## src/rtl/uart_pkg.sv

```systemverilog
// Shared defaults, bit-period derivation and tx FSM encoding for the UART word sender.
package uart_pkg;

  localparam int DEF_CLK_FREQ = 50_000_000;
  localparam int DEF_UART_BPS = 9600;

  // Clock cycles spent on one serial bit.
  function automatic int calc_bps_cnt(input int clk_freq, input int uart_bps);
    return clk_freq / uart_bps;
  endfunction

  // Bit-period counter width: wide enough for BPS_CNT, never narrower than 16.
  function automatic int calc_cnt_w(input int bps_cnt);
    int w;
    w = $clog2(bps_cnt);
    return (w < 16) ? 16 : w;
  endfunction

  typedef enum logic [1:0] {
    ST_IDLE  = 2'd0,
    ST_START = 2'd1,
    ST_DATA  = 2'd2,
    ST_STOP  = 2'd3
  } tx_state_t;

endpackage

```

## src/rtl/uart_bit_timer.sv

```systemverilog
// Bit-period counter: counts 0..BPS_CNT-1 while enabled and flags the last cycle.
module uart_bit_timer
  import uart_pkg::*;
#(
  parameter int BPS_CNT = calc_bps_cnt(DEF_CLK_FREQ, DEF_UART_BPS),
  parameter int CNT_W   = calc_cnt_w(BPS_CNT)
) (
  input  logic sys_clk,
  input  logic sys_rst,
  input  logic en,
  output logic bit_tick
);

  localparam logic [CNT_W-1:0] LAST = CNT_W'(BPS_CNT - 1);

  logic [CNT_W-1:0] cnt;

  // Free-run within a bit, restart at each boundary, hold at zero while disabled.
  always_ff @(posedge sys_clk) begin
    if (sys_rst || !en)   cnt <= '0;
    else if (cnt == LAST) cnt <= '0;
    else                  cnt <= cnt + CNT_W'(1);
  end

  assign bit_tick = en && (cnt == LAST);

endmodule

```

## src/rtl/uart_word_send.sv

```systemverilog
// Sends a 16-bit word as two back-to-back 8N1 frames, low byte first.
module uart_word_send
  import uart_pkg::*;
#(
  parameter int CLK_FREQ = DEF_CLK_FREQ,
  parameter int UART_BPS = DEF_UART_BPS
) (
  input  logic        sys_clk,
  input  logic        sys_rst,
  input  logic        tx_start,
  input  logic [15:0] tx_data,
  output logic        uart_txd,
  output logic        tx_busy,
  output logic        tx_done,
  output logic        byte_sel
);

  localparam int BPS_CNT = calc_bps_cnt(CLK_FREQ, UART_BPS);

  tx_state_t   state, state_nxt;
  logic [15:0] word, word_nxt;
  logic [2:0]  bit_idx, idx_nxt, idx_inc;
  logic [7:0]  cur_byte;
  logic        txd_nxt, busy_nxt, done_nxt, sel_nxt;
  logic        bit_tick;

  assign cur_byte = byte_sel ? word[15:8] : word[7:0];
  assign idx_inc  = bit_idx + 3'd1;

  uart_bit_timer #(.BPS_CNT(BPS_CNT)) u_timer (
    .sys_clk  (sys_clk),
    .sys_rst  (sys_rst),
    .en       (state != ST_IDLE),
    .bit_tick (bit_tick)
  );

  // State and every output are registered, so the line never sees an input combinationally.
  always_ff @(posedge sys_clk) begin
    if (sys_rst) begin
      state    <= ST_IDLE;
      word     <= '0;
      bit_idx  <= '0;
      uart_txd <= 1'b1;
      tx_busy  <= 1'b0;
      tx_done  <= 1'b0;
      byte_sel <= 1'b0;
    end else begin
      state    <= state_nxt;
      word     <= word_nxt;
      bit_idx  <= idx_nxt;
      uart_txd <= txd_nxt;
      tx_busy  <= busy_nxt;
      tx_done  <= done_nxt;
      byte_sel <= sel_nxt;
    end
  end

  // Next state plus the next line level; each value lands on the line at the bit boundary.
  always_comb begin
    state_nxt = state;
    word_nxt  = word;
    idx_nxt   = bit_idx;
    txd_nxt   = uart_txd;
    busy_nxt  = tx_busy;
    sel_nxt   = byte_sel;
    done_nxt  = 1'b0;
    unique case (state)
      ST_IDLE: begin
        if (tx_start) begin
          state_nxt = ST_START;
          word_nxt  = tx_data;
          idx_nxt   = '0;
          txd_nxt   = 1'b0;
          busy_nxt  = 1'b1;
          sel_nxt   = 1'b0;
        end
      end
      ST_START: begin
        if (bit_tick) begin
          state_nxt = ST_DATA;
          txd_nxt   = cur_byte[0];
        end
      end
      ST_DATA: begin
        if (bit_tick) begin
          if (bit_idx == 3'd7) begin
            state_nxt = ST_STOP;
            idx_nxt   = '0;
            txd_nxt   = 1'b1;
          end else begin
            idx_nxt   = idx_inc;
            txd_nxt   = cur_byte[idx_inc];
          end
        end
      end
      ST_STOP: begin
        if (bit_tick) begin
          if (!byte_sel) begin
            // Low byte done: high byte frame follows with no gap.
            state_nxt = ST_START;
            sel_nxt   = 1'b1;
            txd_nxt   = 1'b0;
          end else begin
            state_nxt = ST_IDLE;
            sel_nxt   = 1'b0;
            busy_nxt  = 1'b0;
            done_nxt  = 1'b1;
            txd_nxt   = 1'b1;
          end
        end
      end
      default: state_nxt = ST_IDLE;
    endcase
  end

endmodule

```

## config.mk

```make
export PLATFORM = sky130hd
export DESIGN_NAME = uart_word_send
export DESIGN_NICKNAME = d
export VERILOG_FILES = /design/src/rtl/uart_pkg.sv /design/src/rtl/uart_bit_timer.sv /design/src/rtl/uart_word_send.sv
export SDC_FILE = /design/constraint.sdc
export NUM_CORES = 1
export LEC_CHECK = 0
export CORE_MARGIN = 2
export CORE_UTILIZATION = 55
export CTS_CLUSTER_SIZE = 16
export DETAILED_ROUTE_END_ITERATION = 6
export PLACE_DENSITY = 0.88
export SLEW_MARGIN = 20
export SYNTH_ARGS = -nofsm -noshare
export SYNTH_HDL_FRONTEND = slang
export SYNTH_SLANG_ARGS = --single-unit
```

## constraint.sdc

```tcl
create_clock -name sys_clk -period 2.96 [get_ports sys_clk]
set_clock_uncertainty 0.2 [all_clocks]
set_input_delay 0.444 -clock sys_clk [delete_from_list [all_inputs] [get_ports sys_clk]]
set_output_delay 0.444 -clock sys_clk [all_outputs]
set_load 0.05 [all_outputs]
```

After elaboration in Yosys (flattened, before gate mapping):

Index checks and enable logic that the tools add are counted.
W data, S select, Z words.

* $add $sub $neg: 2
* bitwise gates (word level): 2
* order comparisons: 1
* reductions and logical operators: 15
* equal/unequal tests: 11
* multiplexer cells: 28

Operators with widths (number)
* $add A16 B1 Y16 const B: 1
* $eq A16 B13 Y1 const B: 1
* $mux W1: 13
* $ne A2 B2 Y1 const B: 6
* $mux W2: 5
* $mux W3: 3
* $mux W8: 1
* $pmux W2 S4: 1
* $reduce_and A4 Y1: 2
* $pmux W3 S2: 1
* $reduce_and A3 Y1: 2
* $reduce_bool A2 Y1: 3
* $reduce_and A5 Y1: 1
* $eq A2 B2 Y1 const B: 2
* $lt A3 B4 Y1 const B: 1
* $pmux W1 S2: 2
* $pmux W1 S4: 1
* $add A3 B1 Y3 const B: 1
* $bmux W1 S3: 1
* $eq A3 B3 Y1 const B: 1
* $reduce_or A3 Y1: 1
* $eq A2 B1 Y1 const B: 1
* $logic_not A2 Y1: 1
* $not A1 Y1: 2
* other kinds (5): 5

* word-level logic and storage cells: 67
* input port bits: 19
* register bits after elaboration: 41
* output and inout bits: 4

Depth between registers and ports, before layout:

* depth after elaboration: 6
* mapped depth: 7
* mapped depth without buffers: 7

By module:

A second synthesis with hierarchy kept.

* cell total of the unflattened synthesis: 234
* area, all modules: 2054.5 um2

By module, submodules not included
* uart_word_send: seq. area each 500.5 um2, cells each 151, instances 1, area an instance 1252.5 um2
* uart_bit_timer: seq. area each 320.3 um2, cells each 83, instances 1, area an instance 802.0 um2

Worst setup path after synthesis:

Ideal clock, no wire load.

* path kind: register -> register
* start: register byte_sel
* end: register uart_txd
* slack: 0.808 ns
* data required time: 2.641 ns
* cell stages (with the launch flop): 6
* arrival time: 1.833 ns
* path through: dfxtp_1 > buf_2 > mux4_2 > a2111oi_0 > o41a_1 > mux2i_1

* longest elaborated chain between the ends: 6
* elaborated cells between the ends (all ways): 9
* classes of those cells: mux: 9

RTL lines
* start, declared: line uart_word_send.sv:15 `output logic byte_sel`
* start signal, assigned: line uart_word_send.sv:54 `byte_sel <= sel_nxt;`
* $mux W8: line uart_word_send.sv:27 `assign cur_byte = byte_sel ? word[15:8] : word[7:0];`
* $bmux W1 S3: line uart_word_send.sv:92 `txd_nxt = cur_byte[idx_inc];`
* $mux W1 (implied by the code): line uart_word_send.sv:92
* $mux W1: line uart_word_send.sv:86 `if (bit_idx == 3'd7) begin`
* $mux W1: line uart_word_send.sv:85 `if (bit_tick) begin`
* $pmux W1 S4 *: line uart_word_send.sv:67 `unique case (state)`
* end signal, assigned: line uart_word_send.sv:51 `uart_txd <= txd_nxt;`
* end, declared: line uart_word_send.sv:12 `output logic uart_txd,`

Every way passes the cells marked *; elsewhere a longest branch is shown, timed or not. The select of a mux whose other input is x is not followed.
A chain may end at the register's enable or synchronous reset.

Final worst setup path:

* start: register byte_sel
* end: output port byte_sel

No word-level cell between the ends.

==> summary.txt <==
Outcome
  • Status: completed

Clock network
  • Setup bufs post-CTS: 0
  • PostCTS Resize Cnt: 0
  • Clock slew seen by the registers of the worst setup and hold paths: ~0.11 ns
  • Clock buffer depth: 2
  • CTS Sinks: just over 40
  • H-tree Lvls: 2
  • Worst skew pair latency: 0.34 ns
  • CTS tree: built
  • Hold_buf cts: 0
  • Clock Root Buffer: clkbuf_4
  • CTS Buf Count: 5

Detailed routing
  • ANT nets after route: 0
  • Drt total wl: roughly 3.8 mm
  • DR DRC count: 0
  • DR WL met2: 1.84 mm
  • Top Metal Used: met4
  • Met3 WL: between 100 and 150 um
  • Total number of vias: around 1.6k
  • Met1 WL: 1.74 mm
  • Pre-Repair DR Iteration Count: 4
  • DR WL/cell: roughly 12 um
  • Vias per cell: around 5.5
  • Initial drt markers: between 100 and 150

Final layout
  • Area growth from synthesis to layout: 17.5%
  • Fin nets: 281
  • Fillers: ~270
  • Fin util: 68.0%
  • # diodes: 0
  • Share of post-route cells with drive strength above 1: roughly 6.3%

Logic synthesis
  • Number of synthesized flops with an enable pin: 0
  • Post-synth top area cell: dfxtp_1
  • Top FF cell, synth: dfxtp_1
  • Ys async rst share: 0%
  • Sequential area share after synthesis: a little over two fifths
  • Syn_area_per_cell: around 8.4 um^2
  • Top-area cell type share of the netlist area: 42.1%
  • Synth warnings: 0
  • Mapped Nets: 259
  • Synthesized instance count: about 230
  • Most frequent cell after synthesis: nand2_1
  • Post-Syn Area: 1950 um^2
  • Synth Register Bits: between 40 and 50
  • Yosys cell types: 37
  • Most frequent cells after synthesis: nand2_1 (43), dfxtp_1 (41), nor2_1 (24), a21oi_1 (23), inv_1 (12)
  • Synth top area cells: dfxtp_1 (42%), nand2_1 (8.3%), a21oi_1 (5.9%)

Place
  • Placer Congestion: 0.874
  • IO Port Bufs: 22
  • HPWL Detailed: approximately 2.8 mm

Critical path
  • Critical Path Sink Type: output port
  • Worst path required time: roughly 2.3 ns
  • Worst setup SP type: flip-flop
  • CP delay by family, top: buffers and inverters
  • R2R depth: 5
  • Critical Path Max Stage Delay: approximately 0.86 ns
  • Critical path peak fanout: 7
  • Worst R2R End: uart_txd
  • Slowest CP cell: clkdlybuf4s50_1
  • CP cell instances: clkdlybuf4s50_1
  • Worst r2r src: bit_idx[0]
  • Worst EP arrival: around 1.7 ns
  • Buf+Inv Stages, Crit Path: 1
  • Crit path kind: flip-flop to output port
  • Reg2Reg Setup Slack: 0.70 ns

STA
  • Final period utilization: between 70% and 80%
  • Slew Viols, Final: 0
  • Hold WS: between 0.2 and 0.3 ns
  • Setup-failing EPs final: 0
  • Top achievable clock speed: between 0.4 and 0.5 GHz
  • Normalized max-slew margin: ~61%
  • Final Hold Vio Count: 0
  • RSZ-0062 raised after global routing: false
  • Post-layout min period: around 2.3 ns
  • TNS Setup: 0 ns
  • Tightest Pin Transition: a little under 0.6 ns

Worst hold path
  • Hold worst-path end: word[4]
  • Hold path start: word[4]
  • Hold Path Cell Cnt: 2
  • Min-delay worst type: flip-flop to flip-flop

Power and ir drop
  • Clock Power Share: about 25%
  • Maximum vdd drop: ~0.00038 V
  • Sequential Power Share: 43.8%
  • Int Pwr: 0.00101 W
  • Logic gate share of total power: about a third
  • Sw power: roughly 0.00053 W
  • Switching fraction of total power: about 34%
  • Leak: 0.794 nW
  • PD cells: approximately 670 nW/um^2

Run
  • Max-cap viol count: 0

Global routing
  • Grt ovf: 0
  • First-pass GRT wire length: 6.70 mm
  • Initial antenna violation count: 0
  • Pin count of the biggest net entering global routing: 22
  • GRT Total Usage: approximately a fifth
  • Number of global-route vias before repair: roughly 1.6k

Floorplan
  • IO Count: 23
  • Overall die height: 63.5 um
  • Row cnt: 21
  • Die area: 4030 um^2
  • Core area: between 3000 and 4000 um^2
  • Die X: approximately 64 um
  • Initial Util: 57.9%
==> how the worst max path moves through the flow <==
stage / startpoint / slack, ns / depth (start not counted) / endpoint
4_1_cts: byte_sel / 0.63 / 1 / byte_sel
5_1_grt: bit_idx[0] / 0.58 / 5 / uart_txd
6_report: byte_sel / 0.63 / 1 / byte_sel
3_5_place_dp: bit_idx[0] / 0.70 / 5 / uart_txd
3_3_place_gp: bit_idx[0] / 0.79 / 5 / uart_txd
2_1_floorplan: byte_sel / 0.81 / 5 / uart_txd
==> registers in the layout, indices dropped and copies added (netlist names) <==
register     count
bit_idx          3
byte_sel         1
state            2
tx_busy          1
tx_done          1
u_timer.cnt     16
uart_txd         1
word            16
==> cells in the final DEF, fill, tap and decap left out <==
| master | n |
|---|---|
| o22ai_1 | 2 |
| and3_1 | 3 |
| ha_1 | 8 |
| nand4_2 | 1 |
| a31oi_1 | 1 |
| nand4_1 | 1 |
| bufinv_16 | 1 |
| clkdlybuf4s50_1 | 22 |
| a32oi_1 | 1 |
| mux4_2 | 2 |
| or3_1 | 3 |
| a2111oi_1 | 2 |
| a221oi_1 | 1 |
| nand3b_1 | 1 |
| buf_4 | 2 |
| nand2b_1 | 2 |
| clkbuf_4 | 5 |
| dfxtp_1 | 41 |
| nor3_1 | 6 |
| nor4_2 | 3 |
| o21ai_0 | 6 |
| clkbuf_8 | 1 |
| a21oi_1 | 23 |
| clkbuf_1 | 1 |
| a22oi_1 | 1 |
| mux2i_1 | 6 |
| o41a_1 | 1 |
| nand3_1 | 9 |
| a2111oi_0 | 1 |
| a211o_1 | 1 |
| inv_1 | 12 |
| nor2_1 | 24 |
| and2_1 | 2 |
| and4b_1 | 1 |
| nand2_1 | 43 |
| a211oi_1 | 1 |
| xor2_1 | 4 |
| xnor2_1 | 8 |
| o31ai_4 | 1 |
| o21ai_1 | 1 |
==> metrics by stage <==
| step | area [um^2] | worst slack [ns] | std cells | total power [W] |
|---|---|---|---|---|
| final | 2290 | 0.630 | 301 | 0.00153 |
| after global routing | 2290 | 0.581 | 301 | 0.00163 |
| after CTS | 2290 | 0.628 | 301 | 0.00154 |
| after detailed placement | 2200 | 0.698 | 293 | 0.00117 |
| after global placement | 2200 | 0.790 | 293 | 0.00115 |
| after floorplan | 1950 | 0.808 | 232 | 0.00105 |
==> power by group through the flow <==
stage	clock [W]	sequential [W]	combinational, W
floorplan	0	0.000705	0.000340
global placement	0	0.000681	0.000467
detailed placement	0	0.000682	0.000486
CTS	0.000386	0.000670	0.000487
global route	0.000406	0.000679	0.000545
finish	0.000378	0.000671	0.000484
==> layer usage <==
metal,vias up,track usage (%)
li1,837,-
met1,776,23.8
met2,23,36.4
met3,8,4.64
met4,0,9.24
met5,-,0
==> layout make-up <==
| type | instances | area [um^2] | share of cell area, % |
|---|---|---|---|
| Multi-Input combinational cell | 170 | 1040 | 45.7 |
| Sequential cell | 41 | 821 | 35.9 |
| Timing Repair Buffer | 24 | 235 | 10.3 |
| Tap cell | 46 | 57.6 | 2.52 |
| Clock buffer | 7 | 55.1 | 2.41 |
| Inverter | 12 | 45.0 | 1.97 |
| Clock inverter | 1 | 30.0 | 1.31 |
==> cell families after synthesis <==
logic type,synth area share [%]
buffers and inverters,4.24
xor gates and xnor gates,5.39
muxes,5.39
AOI/OAI and AO/OA,13.9
adders and majority gates,5.14
and+or+nand+nor,23.8
DFF,42.1
(Power assumes the default switching activity.)
